### src/rtl/gpr_wb_ctrl.sv
// ---------------------------------------------------------------------------
// gpr_wb_ctrl
// Write-back controller for the 8x8-bit general-purpose register file.
// Three sources share the register file's single write port: ALU results
// (never stalled), buffered load data (small FIFO) and 16-bit CR results
// (one-entry holding register, written to R1:R0). One winner per cycle is
// loaded into an issue register, whose contents drive the write port for
// exactly one cycle.
//
// Optional feature macro: GPR_WB_STARVE_EN
//   defined   - a waiting CR write gains priority over the load FIFO after
//               STARVE_LIMIT cycles of waiting
//   undefined - strictly fixed priority ALU > load > CR
//
// Parameters:
//   STARVE_LIMIT  cycles a held CR may wait before beating loads (1..15)
//   FIFO_DEPTH    load write-back entries buffered (2..4)
//
// Ports:
//   clk                      clock, rising edge
//   rst                      asynchronous reset, active low
//   alu_valid/alu_rd/alu_data ALU write-back request (always accepted)
//   ld_valid/ld_rd/ld_data   load write-back request, ld_ready = FIFO not full
//   cr_valid/cr_in           CR write request, cr_ready = holding reg empty
//   gpr_write[7:0]           per-register write strobes
//   rd_r0_mux                selects cr_data for R1:R0
//   rd_data[7:0]             8-bit write data
//   cr_data[15:0]            16-bit write data for R1:R0
//   reg_busy[7:0]            registers with a write buffered or issuing
//   idle                     nothing buffered and nothing issuing
// ---------------------------------------------------------------------------
module gpr_wb_ctrl #(
  parameter int STARVE_LIMIT = 4,
  parameter int FIFO_DEPTH   = 2
) (
  input  logic        clk,
  input  logic        rst,
  input  logic        alu_valid,
  input  logic [2:0]  alu_rd,
  input  logic [7:0]  alu_data,
  input  logic        ld_valid,
  output logic        ld_ready,
  input  logic [2:0]  ld_rd,
  input  logic [7:0]  ld_data,
  input  logic        cr_valid,
  output logic        cr_ready,
  input  logic [15:0] cr_in,
  output logic [7:0]  gpr_write,
  output logic        rd_r0_mux,
  output logic [7:0]  rd_data,
  output logic [15:0] cr_data,
  output logic [7:0]  reg_busy,
  output logic        idle
);

  localparam int CNT_W = $clog2(FIFO_DEPTH + 1);
  localparam logic [CNT_W-1:0] DEPTH_C = CNT_W'(FIFO_DEPTH);

  // Elaboration-time range checks on the parameters.
  if (FIFO_DEPTH < 2 || FIFO_DEPTH > 4) begin : g_bad_depth
    $error("gpr_wb_ctrl: FIFO_DEPTH must be 2..4");
  end
  if (STARVE_LIMIT < 1 || STARVE_LIMIT > 15) begin : g_bad_starve
    $error("gpr_wb_ctrl: STARVE_LIMIT must be 1..15");
  end

  // Load FIFO: shift register, entry 0 is the head.
  logic [2:0]       fifo_rd_reg   [FIFO_DEPTH];
  logic [2:0]       fifo_rd_next  [FIFO_DEPTH];
  logic [7:0]       fifo_data_reg [FIFO_DEPTH];
  logic [7:0]       fifo_data_next[FIFO_DEPTH];
  logic [CNT_W-1:0] fifo_cnt_reg, fifo_cnt_next;
  logic [CNT_W-1:0] push_idx;
  logic [7:0]       fifo_busy     [FIFO_DEPTH];

  logic        cr_held_reg, cr_held_next;
  logic [15:0] cr_hold_reg, cr_hold_next;

  logic [7:0]  iss_write_reg, iss_write_next;
  logic        iss_mux_reg, iss_mux_next;
  logic [7:0]  iss_data_reg, iss_data_next;
  logic [15:0] iss_cr_reg, iss_cr_next;

  logic fifo_empty, fifo_full, ld_push, cr_push;
  logic sel_alu, sel_ld, sel_cr, starve_hit;
  logic [7:0] busy_acc;

  assign fifo_empty = (fifo_cnt_reg == '0);
  assign fifo_full  = (fifo_cnt_reg == DEPTH_C);
  assign ld_ready   = !fifo_full;
  assign cr_ready   = !cr_held_reg;
  // Full FIFO refuses a push even when the head pops in the same cycle.
  assign ld_push    = ld_valid && !fifo_full;
  assign cr_push    = cr_valid && !cr_held_reg;

  // Issue arbitration on registered state plus alu_valid.
  assign sel_alu = alu_valid;
  assign sel_cr  = !alu_valid && cr_held_reg && (fifo_empty || starve_hit);
  assign sel_ld  = !alu_valid && !fifo_empty && !sel_cr;

`ifdef GPR_WB_STARVE_EN
  localparam logic [3:0] STARVE_MAX = 4'(STARVE_LIMIT);
  logic [3:0] starve_cnt_reg, starve_cnt_next;

  always_comb begin
    starve_cnt_next = starve_cnt_reg;
    if (!cr_held_reg || sel_cr) begin
      starve_cnt_next = '0;
    end else if (starve_cnt_reg != STARVE_MAX) begin
      starve_cnt_next = starve_cnt_reg + 4'd1;
    end
  end

  always_ff @(posedge clk or negedge rst) begin
    if (!rst) begin
      starve_cnt_reg <= '0;
    end else begin
      starve_cnt_reg <= starve_cnt_next;
    end
  end

  assign starve_hit = (starve_cnt_reg == STARVE_MAX);
`else
  assign starve_hit = 1'b0;
`endif

  // FIFO next state: pop shifts toward the head, push lands behind the
  // last entry that remains after the pop.
  always_comb begin
    push_idx = sel_ld ? (fifo_cnt_reg - CNT_W'(1)) : fifo_cnt_reg;
    for (int i = 0; i < FIFO_DEPTH; i++) begin
      fifo_rd_next[i]   = fifo_rd_reg[i];
      fifo_data_next[i] = fifo_data_reg[i];
    end
    if (sel_ld) begin
      for (int i = 0; i < FIFO_DEPTH - 1; i++) begin
        fifo_rd_next[i]   = fifo_rd_reg[i+1];
        fifo_data_next[i] = fifo_data_reg[i+1];
      end
      fifo_rd_next[FIFO_DEPTH-1]   = '0;
      fifo_data_next[FIFO_DEPTH-1] = '0;
    end
    if (ld_push) begin
      for (int i = 0; i < FIFO_DEPTH; i++) begin
        if (CNT_W'(i) == push_idx) begin
          fifo_rd_next[i]   = ld_rd;
          fifo_data_next[i] = ld_data;
        end
      end
    end
    case ({ld_push, sel_ld})
      2'b10:   fifo_cnt_next = fifo_cnt_reg + CNT_W'(1);
      2'b01:   fifo_cnt_next = fifo_cnt_reg - CNT_W'(1);
      default: fifo_cnt_next = fifo_cnt_reg;
    endcase
  end

  // CR holding register and issue register next state.
  always_comb begin
    cr_held_next   = cr_held_reg;
    cr_hold_next   = cr_hold_reg;
    iss_write_next = '0;
    iss_mux_next   = 1'b0;
    iss_data_next  = '0;
    iss_cr_next    = '0;
    if (cr_push) begin
      cr_held_next = 1'b1;
      cr_hold_next = cr_in;
    end else if (sel_cr) begin
      cr_held_next = 1'b0;
      cr_hold_next = '0;
    end
    if (sel_alu) begin
      iss_write_next = 8'd1 << alu_rd;
      iss_data_next  = alu_data;
    end else if (sel_ld) begin
      iss_write_next = 8'd1 << fifo_rd_reg[0];
      iss_data_next  = fifo_data_reg[0];
    end else if (sel_cr) begin
      iss_write_next = 8'b0000_0011;
      iss_mux_next   = 1'b1;
      iss_cr_next    = cr_hold_reg;
    end
  end

  always_ff @(posedge clk or negedge rst) begin
    if (!rst) begin
      for (int i = 0; i < FIFO_DEPTH; i++) begin
        fifo_rd_reg[i]   <= '0;
        fifo_data_reg[i] <= '0;
      end
      fifo_cnt_reg  <= '0;
      cr_held_reg   <= 1'b0;
      cr_hold_reg   <= '0;
      iss_write_reg <= '0;
      iss_mux_reg   <= 1'b0;
      iss_data_reg  <= '0;
      iss_cr_reg    <= '0;
    end else begin
      for (int i = 0; i < FIFO_DEPTH; i++) begin
        fifo_rd_reg[i]   <= fifo_rd_next[i];
        fifo_data_reg[i] <= fifo_data_next[i];
      end
      fifo_cnt_reg  <= fifo_cnt_next;
      cr_held_reg   <= cr_held_next;
      cr_hold_reg   <= cr_hold_next;
      iss_write_reg <= iss_write_next;
      iss_mux_reg   <= iss_mux_next;
      iss_data_reg  <= iss_data_next;
      iss_cr_reg    <= iss_cr_next;
    end
  end

  // One-hot destination of each occupied FIFO slot.
  genvar gi;
  for (gi = 0; gi < FIFO_DEPTH; gi++) begin : g_fifo_busy
    assign fifo_busy[gi] = (CNT_W'(gi) < fifo_cnt_reg) ? (8'd1 << fifo_rd_reg[gi]) : 8'd0;
  end

  always_comb begin
    busy_acc = iss_write_reg | (cr_held_reg ? 8'b0000_0011 : 8'd0);
    for (int i = 0; i < FIFO_DEPTH; i++) begin
      busy_acc = busy_acc | fifo_busy[i];
    end
  end

  assign gpr_write = iss_write_reg;
  assign rd_r0_mux = iss_mux_reg;
  assign rd_data   = iss_data_reg;
  assign cr_data   = iss_cr_reg;
  assign reg_busy  = busy_acc;
  assign idle      = fifo_empty && !cr_held_reg && (iss_write_reg == 8'd0);

endmodule

### config.mk
export PLATFORM = sky130hd
export DESIGN_NAME = gpr_wb_ctrl
export DESIGN_NICKNAME = d
export VERILOG_FILES = /design/src/rtl/gpr_wb_ctrl.sv
export SDC_FILE = /design/constraint.sdc
export NUM_CORES = 1
export LEC_CHECK = 0
export ABC_CLOCK_PERIOD_IN_PS = 3060
export CAP_MARGIN = 20
export CORE_AREA = 5 5 88 90
export DETAILED_ROUTE_END_ITERATION = 16
export DIE_AREA = 0 0 93 95
export GPL_ROUTABILITY_DRIVEN = 0
export PLACE_DENSITY = 0.86
export SYNTH_ARGS = -nofsm -noshare
export SYNTH_HDL_FRONTEND = slang
export SYNTH_SLANG_ARGS = --single-unit
export TNS_END_PERCENT = 20
### constraint.sdc
create_clock -name clk -period 3.06 [get_ports clk]
set_clock_uncertainty 0.05 [all_clocks]
set_input_delay 0.306 -clock clk [delete_from_list [all_inputs] [get_ports clk]]
set_output_delay 0.306 -clock clk [all_outputs]
set_load 0.05 [all_outputs]
==> results.md <==
- I/O Buffers: 86
- First-pass GRT wire length: 12,800 µm
- Register Area: 1850 µm²
- Clock slew at reported path FFs: 0.08 ns
- Top cells by area, synth: dfrtp_1 (56%), nand2_1 (5.2%), o32ai_1 (3.5%)
- Cell variety after synth: 37
- Maxcap violations: 0
- Clock Latency Late Sink: 0.35 ns
- Ys async rst share: 100%
- Depth of the CTS H-tree: 3
- GRT Total Usage: 18.7%
- Slew HR: 37.8%
- Achievable Freq: 0.340 GHz
- Period Utilization, post-route: 96.2%
- Total die area: 8840 µm²
- Multi-input gate area: 1300 µm²
- Sequential area share after synthesis: 56.2%
- Final worst slack: 0.115 ns
- Crit Path Category: reg -> out
- Area growth syn-to-layout: 35.6%
- CP endpoint kind: output port
- # setup viols final: 0
- Pin count of the biggest net entering global routing: 39
- Clock Sink Count: 74
- Die height: 95 µm
- Total core area: 6980 µm²
- Top fanout value on the critical path: 9
- Synthesized Nets: 365
- CTS tree: yes
- RSZ-0062 raised after global routing: false
- Initial antenna violation count: 0
- Slew of the pin with the lowest slew margin: 0.929 ns
- Post-route insts no fill: 487
- CTS Buf Count: 9
- Die width: 93 µm
- Crit path launch type: register
- Initial Utilization: 47.2%
- Inserted Diodes: 0
- HPWL after detailed placement: 5700 µm
- First-pass DRT Iterations: 4
- Worst VDD drop: 0.723 mV
- Placed instance count: 471
- DRT iter0 DRCs: 239
- Status: finished clean
- Via Count: 2,744
- Critical path required time: 2.70 ns
- Post-place setup slack: 0.425 ns
- Count leader, synth: dfrtp_1
- Layout cells sized above 1: 10.6%
- Residual DRC: 0
- Fillers: 540
- Remaining antenna violation count: 0
- Slew Limit Fails: 0
- Vias in the first global route: 2,682
- Post-CTS setup buffer count: 0
- Tmin final: 2.94 ns
- PD cells: 1040 nW/µm²
- Via density per instance: 5.63
- Final Hold Fails: 0
- Post-Syn Area per Cell: 10.4 µm²
- Ys flop type: dfrtp_1
- Cells after Synth: 318
- #FFs+latches synth: 74
- Leakage: 2.11 nW
- Max clock buf depth: 2
- Post-synth top area share: 56.2%
- Total grt overflow: 0
- Setup TNS: 0 ns
- Yosys top cell by area: dfrtp_1
- Arrival @ worst endpoint: 2.59 ns
- Post-synth EDFFs: 0
- HP Class: in -> async
- CTS root buf: clkbuf_8
- Final net count: 447
- Commonest cells post-synth: dfrtp_1 (74), nand2_1 (46), nand2b_1 (17)
- Post-Syn Area: 3300 µm²
- Ys Warns: 0
- I/O Pins: 87
- Cell Rows: 31
- Per-cell routed wire length: 16.2 µm
- Routed WL: 7880 µm
## power by group
group / internal (mW) / switching [mW] / leakage, nW
sequential: 1.31 / 0.268 / 0.961
clock: 0.583 / 0.353 / 0.129
combinational: 0.798 / 1.33 / 1.02
## kinds of logic (layout without fill, tap and decap cells)
group	after synthesis	in the layout	share of synthesized area, %
compound gates	80	80	18.0
xor+xnor	2	2	0.532
fa+ha+maj	4	4	1.52
buf+inv	31	118	4.25
flops	74	74	56.2
simple gates	127	127	19.6
## metal layers
metal / track usage [%] / wire [µm]
met3: 3.82 / 506
met2: 31.2 / 3930
met4: 9.65 / 240
met5: 0 / 0
met1: 22.9 / 3200
## metrics by stage
step | area, µm² | hold slack, ns | power [mW] | util [%]
floorplan | 3300 | -0.0396 | 3.06 | -
global placement | 4210 | 0.375 | 3.61 | 60.3
CTS | 4460 | 0.0184 | 4.65 | 63.9
global route | 4470 | 0.0728 | 4.90 | 64.0
detailed placement | 4210 | 0.390 | 3.69 | 60.3
finish | 4470 | 0.00840 | 4.64 | 64.0
## critical path, stage by stage, from the launching register on
cell and delay, ns:
dfrtp_1 0.51, inv_1 0.17, ha_1 0.26, nor2_1 0.19, a31oi_1 0.12, o21ai_0 0.13, clkdlybuf4s50_1 0.85
## cell usage in the layout (no fill, tap or decap), drive strengths merged, types with 12 or more instances in the layout
master,n
a21oi,14
o32ai,13
nand2b,17
buf,12
nand2,46
o21ai,15
dfrtp,74
nand3,16
and2,16
nor2,16
clkdlybuf4s50,78
## repair_timing
| action | 4_1_cts | 5_1_grt |
|---|---|---|
| endpoints found under the setup margin | 0 | 4 |
| gates resized for setup | 0 | 4 |
| hold buffers | 0 | 0 |
## worst paths after layout
check / startpoint / end / slack (ns) / cells past startpoint
worst max-delay path: fifo_cnt_reg[0] / reg_busy[5] / 0.12 / 6
worst min-delay path: rst / cr_hold_reg[0] / 0.008 / 1
worst max register to register: fifo_cnt_reg[0] / fifo_data_reg[2] / 0.42 / 7
worst min register to register: cr_hold_reg[7] / cr_data[7] / 0.43 / 1
max in group asynchronous: rst / cr_hold_reg[11] / 2.29 / 2
min in group clk: cr_in[13] / cr_hold_reg[13] / 0.43 / 3
## cell type report
class | instances | share of cell area, %
clock buffers | 11 | 3.39
clock inverters | 5 | 2.24
well taps | 82 | 2.29
inverters | 8 | 0.672
flip-flops and latches | 74 | 41.4
repair buffers | 94 | 20.8
multi-input cells | 213 | 29.2
Power figures use the tool's default switching activity.
